[src/rtl/assoc_cache_2way.sv]
// Two-way set-associative tag store with LRU replacement, answering the state/addr_in/hit lookup protocol.
// Optional saturating hit/miss statistics are built only when CACHE_STATS_EN is defined.
module assoc_cache_2way #(
  parameter int unsigned ADDR_W   = 32,
  parameter int unsigned OFFSET_W = 2,
  parameter int unsigned INDEX_W  = 3,
  parameter int unsigned CNT_W    = 16
) (
  input  logic              clk,
  input  logic              reset,
  input  logic              state,
  input  logic [ADDR_W-1:0] addr_in,
  output logic              hit,
  output logic [CNT_W-1:0]  hit_count,
  output logic [CNT_W-1:0]  miss_count
);

  localparam int unsigned TAG_W = ADDR_W - OFFSET_W - INDEX_W;
  localparam int unsigned SETS  = 1 << INDEX_W;

  logic [SETS-1:0]    valid0;
  logic [SETS-1:0]    valid1;
  logic [SETS-1:0]    lru;
  logic [TAG_W-1:0]   tag0 [SETS];
  logic [TAG_W-1:0]   tag1 [SETS];

  logic [INDEX_W-1:0] idx;
  logic [TAG_W-1:0]   tag;
  logic               hit0;
  logic               hit1;
  logic               lookup_hit;
  logic               victim;
  logic               lookup;
  logic               unused_offset;

  assign idx           = addr_in[OFFSET_W+INDEX_W-1:OFFSET_W];
  assign tag           = addr_in[ADDR_W-1:OFFSET_W+INDEX_W];
  assign lookup        = ~state;
  assign unused_offset = ^addr_in[OFFSET_W-1:0];

  always_comb begin
    hit0       = 1'b0;
    hit1       = 1'b0;
    lookup_hit = 1'b0;
    victim     = 1'b0;
    hit0       = valid0[idx] && (tag0[idx] == tag);
    hit1       = valid1[idx] && (tag1[idx] == tag);
    lookup_hit = hit0 | hit1;
    // Fill an empty way first (way0 preferred), else evict the LRU way.
    if (!valid0[idx])      victim = 1'b0;
    else if (!valid1[idx]) victim = 1'b1;
    else                   victim = lru[idx];
  end

  always_ff @(posedge clk or posedge reset) begin
    if (reset) begin
      valid0 <= '0;
      valid1 <= '0;
      lru    <= '0;
      hit    <= 1'b0;
    end else if (lookup) begin
      hit <= lookup_hit;
      if (hit0) begin
        lru[idx] <= 1'b1;
      end else if (hit1) begin
        lru[idx] <= 1'b0;
      end else begin
        lru[idx] <= ~victim;
        if (victim) valid1[idx] <= 1'b1;
        else        valid0[idx] <= 1'b1;
      end
    end
  end

  // Tags need no reset: a way is only trusted while its valid bit is set.
  always_ff @(posedge clk) begin
    if (lookup && !lookup_hit) begin
      if (victim) tag1[idx] <= tag;
      else        tag0[idx] <= tag;
    end
  end

`ifdef CACHE_STATS_EN
  always_ff @(posedge clk or posedge reset) begin
    if (reset) begin
      hit_count  <= '0;
      miss_count <= '0;
    end else if (lookup) begin
      if (lookup_hit) begin
        if (hit_count != '1) hit_count <= hit_count + CNT_W'(1);
      end else begin
        if (miss_count != '1) miss_count <= miss_count + CNT_W'(1);
      end
    end
  end
`else
  assign hit_count  = '0;
  assign miss_count = '0;
`endif

endmodule
[config.mk]
export PLATFORM = sky130hd
export DESIGN_NAME = assoc_cache_2way
export DESIGN_NICKNAME = d
export VERILOG_FILES = /design/src/rtl/assoc_cache_2way.sv
export SDC_FILE = /design/constraint.sdc
export NUM_CORES = 1
export LEC_CHECK = 0
export ABC_AREA = 1
export ABC_CLOCK_PERIOD_IN_PS = 3300
export BUFFER_PORTS_ARGS = -buffer_cell sky130_fd_sc_hd__buf_2
export CAP_MARGIN = 10
export CORE_MARGIN = 2
export CORE_UTILIZATION = 56
export DETAILED_ROUTE_END_ITERATION = 6
export GPL_ROUTABILITY_DRIVEN = 0
export HOLD_SLACK_MARGIN = 0.03
export PLACE_DENSITY = 0.78
export SLEW_MARGIN = 20
export SYNTH_ARGS = -nofsm -noshare
export SYNTH_HDL_FRONTEND = slang
export SYNTH_SLANG_ARGS = --single-unit
[constraint.sdc]
create_clock -name clk -period 3.3 [get_ports clk]
set_clock_uncertainty 0.1 [all_clocks]
set_input_delay 0.33 -clock clk [delete_from_list [all_inputs] [get_ports clk]]
set_output_delay 0.33 -clock clk [all_outputs]
set_load 0.1 [all_outputs]
Yosys cells after proc, flatten, opt, wreduce, memory -nomap -nowiden. Memory sizes are Yosys's and may differ from the RTL's. Index checks and enable logic that the tools add are counted.

Bitwise operators: 10. Reductions and logical operators: 7. Mux-type cells: 19. Eq/ne operators: 2. $lt $le $gt $ge: 2.

Operators by type and width (number): $eq A27 B27 Y1 (2); $or A8 B8 Y8 (3); $mux W8 (2); $mux W1 (12); $bmux W1 S3 (3); $and A8 B8 Y8 (1); $bwmux W8 (1); $not A8 Y8 (1); $reduce_and A4 Y1 (2); $logic_and A1 B1 Y1 (4); $lt A3 B4 Y1 const B (1); $not A1 Y1 (4); $demux W1 S3 (1); $ge A3 B1 Y1 const B (1); $logic_not A1 Y1 (1); $or A1 B1 Y1 (1).

Register bits after elaboration: 25. Output and inout port bits: 33. Memory bits (writable): 432. Memories: 2.

Memories: tag0 (words 8, bits a word 27, read ports 1, clocked after Yosys merged registers in 0, wr ports 1, RTL line 24) `logic [TAG_W-1:0] tag0 [SETS];`; tag1 (words 8, bits a word 27, read ports 1, clocked after Yosys merged registers in 0, wr ports 1, RTL line 25) `logic [TAG_W-1:0] tag1 [SETS];`.

Longest topological paths before layout. Gate-level depths: netlist of run 1.

Depth in word-level cells: 8. Depth in mapped cells: 23. Depth with buffers taken out: 20.

Worst setup path before layout of run 1. Ideal clock, no wire load.

Path kind: in2reg. Start: in addr_in[2]. End: mem tag0[0][0] (netlist bit) (enable). Required time: 2789 ps. Data arrival time: 2959 ps. Path buffers: 3. Slack: -171 ps. Stages: 15. Cells stage by stage: buf_6 buf_2 or2_2 nand3_1 nand2_1 nor2_1 nand2_1 nand2_1 nor2_1 nand3_1 nor2_2 nand2_2 nand3_2 buf_6 nor2_1.

Word-level cells in the longest chain between the ends: 8. Elaborated cells on any way between the ends: 20. Classes of those cells: eq/ne: 2; mux: 11; bitwise: 1; reduce/logical: 4; memory: 2.

Ends and longest elaborated chain: from (decl) (RTL line 12) `input logic [ADDR_W-1:0] addr_in,`; $mem_v2 Z8 W27, or another cell as far along; $eq A27 B27 Y1, or another cell as far along (RTL line 46) `hit0 = valid0[idx] && (tag0[idx] == tag);`; $logic_and A1 B1 Y1, on equally long branches (RTL line 46, 47); $or A1 B1 Y1 (RTL line 48) `lookup_hit = hit0 | hit1;`; $logic_not A1 Y1 (RTL line 77) `if (lookup && !lookup_hit) begin`; $logic_and A1 B1 Y1 (RTL line 77); $mux W1 (RTL line 77); $mux W1 (not written as such) (RTL line 79) `else tag0[idx] <= tag;`; to (decl) (RTL line 24).

Parallel ways exist; a longest one is shown, timed or not. The select of a mux whose other input is x is not followed.

Worst setup path in the final report of run 1.
Start: in addr_in[2]. End: mem tag1[0][16] (netlist bit) (enable).

Word-level cells in the longest chain between the ends: 8. Elaborated cells on any way between the ends: 20. Classes of those cells: eq/ne: 2; mux: 11; bitwise: 1; reduce/logical: 4; memory: 2.

Ends and longest elaborated chain: $mem_v2 Z8 W27, or another cell as far along; $eq A27 B27 Y1, or another cell as far along (RTL line 46); $logic_and A1 B1 Y1, on equally long branches (RTL line 46, 47); $or A1 B1 Y1 (RTL line 48); $logic_not A1 Y1 (RTL line 77); $logic_and A1 B1 Y1 (RTL line 77); $mux W1 (RTL line 77); $mux W1 (not written as such) (RTL line 78) `if (victim) tag1[idx] <= tag;`; to (decl) (RTL line 25).

Parallel ways exist; a longest one is shown, timed or not. The select of a mux whose other input is x is not followed.

==> flow_summary.json, run 1 <==
{
  "status": "complete, no violations",
  "initial_utilization_pct": 56.46,
  "routedWlPerCell_um": 18.00,
  "dr_total_vias": 15899,
  "yosys.area_share.simple_pct": 26.34,
  "diodes": 0,
  "drt_iter0_drc": 1660,
  "synth-edff-count": 432,
  "row_count": 71,
  "yosys_warnings": 0,
  "cp_max_fo": 27,
  "synth.cell_area_um2": 21120,
  "cp_slowest_stage_delay_ns": 0.35,
  "clock_latency_ns": 0.57,
  "areaGrowthSynthToFinish_pct": 18.14,
  "final_cells": 3011,
  "cts.sinks": 457,
  "cts_tree": "built",
  "grt_pass1_wl_um": 83480,
  "p_clk_share_pct": 38.3,
  "cp-start-kind": "primary input",
  "crit_family": "simple AND/OR/NAND/NOR gates",
  "cts_setup_buffers": 0,
  "crit_slowest_cell": "nor2_1",
  "synth-seq-cells": 457,
  "syn_inst": 2257,
  "setup_ws_ns": 0.2706,
  "synthMuxAreaShare_pct": 0,
  "power_frac_comb_pct": 11.3,
  "coreArea_um2": 37400,
  "ff_latch_area_um2": 13600,
  "dp_cells": 2920,
  "antenna_found_initial": 0,
  "met1_length_um": 21210,
  "netSwitchingPower_w": 0.003110,
  "period_share_pct": 91.80,
  "ys_seq_area_share_pct": 64.40,
  "grt_pass1_vias": 15155,
  "synthXorXnorAreaFrac_pct": 0,
  "grt_use_total_pct": 28.34,
  "top_layer_used": "met4",
  "htreeDepth": 2,
  "final_nets": 2503,
  "setup_viol": 0,
  "route.met3.wl_um": 4946,
  "critPathRequiredTime_ns": 3.49,
  "cts_buffers": 46,
  "cp-end-kind": "flop",
  "slew-limit-headroom_pct": 55.14,
  "drive_gt1_share_pct": 13.72,
  "drc": 0,
  "num-fill-cells": 2751,
  "cp_cell_sequence": "buf_6 -> inv_6 -> buf_4 -> nand2_1 -> nand2_1 -> nand2_1 -> nand2_1 -> nand2_1 -> nand3_1 -> nand2_1 -> nor2_1 -> nand3_1 -> nor2_1 -> nand2_2 -> nand3_2 -> buf_12 -> buf_4 -> inv_4 -> nand3_2 -> inv_1 -> buf_12",
  "synth_compound_area_share_pct": 1.718,
  "ir_worst_vdd_mv": 0.4295,
  "fin_crit_ns": 3.029,
  "multiInputGateArea_um2": 6106,
  "p_per_area_nw_per_um2": 514.9,
  "vias_per_cell": 5.280,
  "dr.pass1.iters": 6,
  "swShare_pct": 24.21,
  "ctsHoldBuffers": 9,
  "p_int_w": 0.009736,
  "ctsRootBufferMaster": "clkbuf_16",
  "power_frac_seq_pct": 50.4,
  "rsz0062_at_grt": "no",
  "worstSetupPathType": "primary input to flop",
  "drv_cap": 0,
  "die_w_um": 198.2,
  "grt_max_degree": 55,
  "synth_top_family_by_area": "simple AND/OR/NAND/NOR gates",
  "synth_fa_ha_area_share_pct": 0,
  "cts.repair.resized": 0,
  "yosysUniqueCellTypes": 32,
  "routed-wl-met2_um": 26050,
  "drt-total-wl_um": 54210,
  "overflow": 0,
  "async_reset_ff_share_pct": 5.470,
  "io_pins": 68,
  "hpwl_um": 34970,
  "die_h_um": 198.2,
  "final_max_slew_viol_count": 0,
  "fmax_ghz": 0.3301,
  "syn_avg_cell_area_um2": 9.356,
  "clkTransAtPathRegs_ns": 0.06,
  "place.port_buffers": 33,
  "dieArea_um2": 39280,
  "ant_nets": 0,
  "critPathMostFrequentCell": "nand2_1",
  "synthFlopType": "edfxtp_1",
  "crit_buf_inv": 8,
  "cp.arrival_ns": 3.22,
  "finalHoldViolCount": 0,
  "cts_buffer_depth": 3,
  "hold_path.class": "primary input to flop",
  "tightest_slew_ns": 0.6713,
  "dp_slack_ns": -0.3355,
  "p_leak_nw": 11.31
}
-- power groups by stage --
stage	clock network, W	registers, W	logic, W
after floorplan	0	0.00660	0.000828
after global placement	0	0.00659	0.00137
final	0.00492	0.00647	0.00145
after global routing	0.00521	0.00648	0.00157
after detailed placement	0	0.00660	0.00140
after CTS	0.00495	0.00647	0.00142
-- kinds of logic (layout without fill, tap and decap cells) --
logic type / Yosys count / after routing
flops: 457 / 457
simple gates: 1386 / 1386
compound gates: 66 / 66
other cells: 1 / 32
buf+inv: 347 / 559
-- stage by stage --
stage               setup TNS [ns]  total power, W  hold slack, ns  utilization, %  cell area [um^2]
finish                           0         0.01285         0.04048           66.70             24950
floorplan                   -23.98        0.007427          0.2573               -             21230
global placement            -55.85        0.007957          0.3294           62.40             23340
detailed placement          -62.92        0.007997          0.3369           62.55             23390
CTS                              0         0.01285         0.03534           66.56             24890
global route                     0         0.01326         0.03879           66.70             24950
-- cells in the mapped netlist, types with 7 or more instances --
cell type	instances	area, um^2
nand2_1	1067	4005
edfxtp_1	432	12970
inv_1	227	852.1
nand3_1	143	715.7
nor2_1	125	469.2
buf_4	48	360.4
buf_2	45	225.2
o21ai_0	26	130.1
dfrtp_1	25	625.6
o21ai_1	23	115.1
or2_2	15	93.84
o211ai_1	10	75.07
nand3_2	9	90.09
buf_1	7	26.28
-- placed cells by master, fill, tap and decap left out, types with 6 or more instances in the layout --
cell type and n:
nand2_1 1067, dfrtp_1 25, nand3_1 143, nor2_1 117, or2_2 15, buf_12 36
clkbuf_16 46, clkinv_1 13, edfxtp_1 432, o211ai_1 10, clkbuf_1 10, nor2_4 10
nand3_2 9, conb_1 32, dlygate4sd3_1 9, clkinv_2 6, o21ai_1 23, buf_4 161
o21ai_0 26, inv_1 226, nand4_1 6, buf_2 32
-- layer usage --
layer	vias to the layer above	track usage [%]
met3	139	4.974
met1	7399	37.23
li1	7574	-
met5	-	0
met4	0	11.70
met2	787	46.94
-- state kept, by name, indices dropped and copies added, names as in the netlist --
register and count:
tag1 216, valid1 8, hit 1, lru 8, tag0 216, valid0 8
-- cell type report --
class,instances,share of cell area (%)
clock inverter,22,0.7724
inverter,236,3.581
timing repair buffer,243,9.224
clock buffer,58,4.875
sequential,457,54.51
tap,511,2.563
multi-input combinational,1484,24.48
-- worst paths after layout --
| kind | start | to | slack (ns) | depth (start not counted) |
|---|---|---|---|---|
| max reg2reg | tag1[4][12]$_DFFE_PP_ | tag1[1][24]$_DFFE_PP_ | 0.29 | 17 |
| max | addr_in[2] | tag1[0][16]$_DFFE_PP_ | 0.27 | 21 |
| max in group asynchronous | reset | lru[2]$_DFFE_PP0P_ | 2.42 | 3 |
| min in group asynchronous | reset | valid0[5]$_DFFE_PP0P_ | 0.29 | 3 |
| min | addr_in[12] | tag0[4][7]$_DFFE_PP_ | 0.04 | 1 |
| min reg2reg | valid1[2]$_DFFE_PP0P_ | valid1[2]$_DFFE_PP0P_ | 0.35 | 2 |
(Power assumes the default switching activity.)
==> run 2: changes to the inputs <==
Settings changed: CELL_PAD_IN_SITES_DETAIL_PLACEMENT set to 0, CELL_PAD_IN_SITES_GLOBAL_PLACEMENT set to 1, CORE_ASPECT_RATIO set to 2, CORE_UTILIZATION 56 to 44, GPL_ROUTABILITY_DRIVEN 0 to not set.
==> flow_summary.json, run 2 (same netlist as run 1, synthesis figures left out) <==
{
  "final_max_slew_viol_count": 0,
  "final_nets": 2440,
  "worstSetupPathType": "flop to flop",
  "setup_viol": 0,
  "cp_max_fo": 16,
  "final_cell_mix": "nand2_1, edfxtp_1, inv_1, nand3_1, nor2_1",
  "critPathRequiredTime_ns": 3.45,
  "initial_utilization_pct": 44.45,
  "drt-total-wl_um": 59300,
  "place.port_buffers": 33,
  "drc": 0,
  "dp_cells": 2990,
  "gp_congestion": 0.9606,
  "p_per_area_nw_per_um2": 514.1,
  "ant_nets": 0,
  "drt_iter0_drc": 1196,
  "placed_cell_area_um2": 23210,
  "cts.sinks": 457,
  "period_share_pct": 83.94,
  "io_pins": 68,
  "ctsRootBufferMaster": "clkbuf_16",
  "areaGrowthSynthToFinish_pct": 16.44,
  "grt_pass1_wl_um": 88820,
  "cts_buffers": 40,
  "fin_crit_ns": 2.770,
  "coreArea_um2": 47510,
  "final_common_cell": "nand2_1",
  "fmax_ghz": 0.3610,
  "die_h_um": 313.8,
  "hold_path.class": "primary input to flop",
  "cp.arrival_ns": 2.92,
  "whs_ns": 0.07732,
  "finalHoldViolCount": 0,
  "dieArea_um2": 49870,
  "cp-start-kind": "flop",
  "final_cells": 3068,
  "clock_latency_ns": 0.56,
  "p_leak_nw": 11.01,
  "drv_cap": 0,
  "power_w": 0.01264,
  "rsz0062_at_grt": "no",
  "cts_tree": "built",
  "top_regs": "tag0 x216, tag1 x216",
  "dr_total_vias": 15397,
  "grt_use_total_pct": 23.75,
  "routedWlPerCell_um": 19.33,
  "hpwl_um": 40090,
  "clkTransAtPathRegs_ns": 0.07,
  "slew-limit-headroom_pct": 38.93,
  "row_count": 113,
  "htreeDepth": 2,
  "tns_ns": 0,
  "vias_per_cell": 5.019,
  "cp-end-kind": "flop",
  "ir_worst_vdd_mv": 0.3811,
  "status": "complete, no violations",
  "tightest_slew_ns": 0.9104,
  "design_area_um2": 24590,
  "dr.pass1.iters": 6,
  "grt_max_degree": 62,
  "cts_buffer_depth": 3,
  "die_w_um": 158.9,
  "antenna_found_initial": 2,
  "drive_gt1_share_pct": 12.00,
  "grt_pass1_vias": 14855,
  "overflow": 0
}
## run 2: per-stage QoR
step	worst slack, ns	utilization [%]
5_1_grt	0.3540	51.76
6_report	0.5301	51.76
3_3_place_gp	0.03170	48.86
2_1_floorplan	-0.1706	-
3_5_place_dp	0.03337	48.86
4_1_cts	0.5383	51.75
## run 2: final timing paths
kind | from | end | slack (ns) | cells after the start
worst max-delay path | tag1[6][6]$_DFFE_PP_ | tag0[1][25]$_DFFE_PP_ | 0.53 | 15
max in group asynchronous | reset | valid0[5]$_DFFE_PP0P_ | 2.38 | 3
worst min-delay path | addr_in[22] | tag0[6][17]$_DFFE_PP_ | 0.08 | 1
min in group asynchronous | reset | valid1[2]$_DFFE_PP0P_ | 0.30 | 3
worst max register to register | tag1[6][6]$_DFFE_PP_ | tag0[1][25]$_DFFE_PP_ | 0.53 | 15
worst min register to register | valid1[0]$_DFFE_PP0P_ | valid1[0]$_DFFE_PP0P_ | 0.35 | 2
## run 2: report_power, final
part           internal [W]  total [W]  switching [W]
clock               0.00269    0.00479        0.00211
combinational      0.000382    0.00138       0.000999
sequential          0.00644    0.00647      0.0000266
total               0.00951     0.0126        0.00313
## run 2: what timing repair did
action,CTS,global route
hold buffers,5,0
hold endpoints to repair,34,0
gates resized for setup,0,0
buffers inserted,0,0
## run 2: cell type report
type                       instances  area (um^2)
antenna                            2        5.005
clock buffer                      45         1041
clock inverter                    26        280.3
fill                            4289        22920
inverter                         236        893.4
multi-input combinational       1484         6106
sequential                       457        13600
tap                              632        790.8
timing repair buffer             186         1873
## run 2: critical path, cell delays in order (launching register included)
cell and delay [ns]:
edfxtp_1 0.41, nor2_1 0.12, nor2_1 0.06, o21ai_1 0.08
nand2_1 0.07, o21ai_0 0.15, nand2_1 0.22, nand2_1 0.12
nor2_1 0.05, nand2_1 0.06, nor2_1 0.04, nand2_2 0.11
nand3_2 0.15, buf_12 0.20, nor2_4 0.23, buf_12 0.23
## run 2: layer usage
| layer | up-vias | GRT usage, % | share of wire [%] |
|---|---|---|---|
| li1 | 7440 | - | - |
| met1 | 7357 | 26.22 | 37 |
| met2 | 457 | 45.35 | 54 |
| met3 | 143 | 2.164 | 3.9 |
| met4 | 0 | 11.86 | 5.3 |
| met5 | - | 0 | 0 |
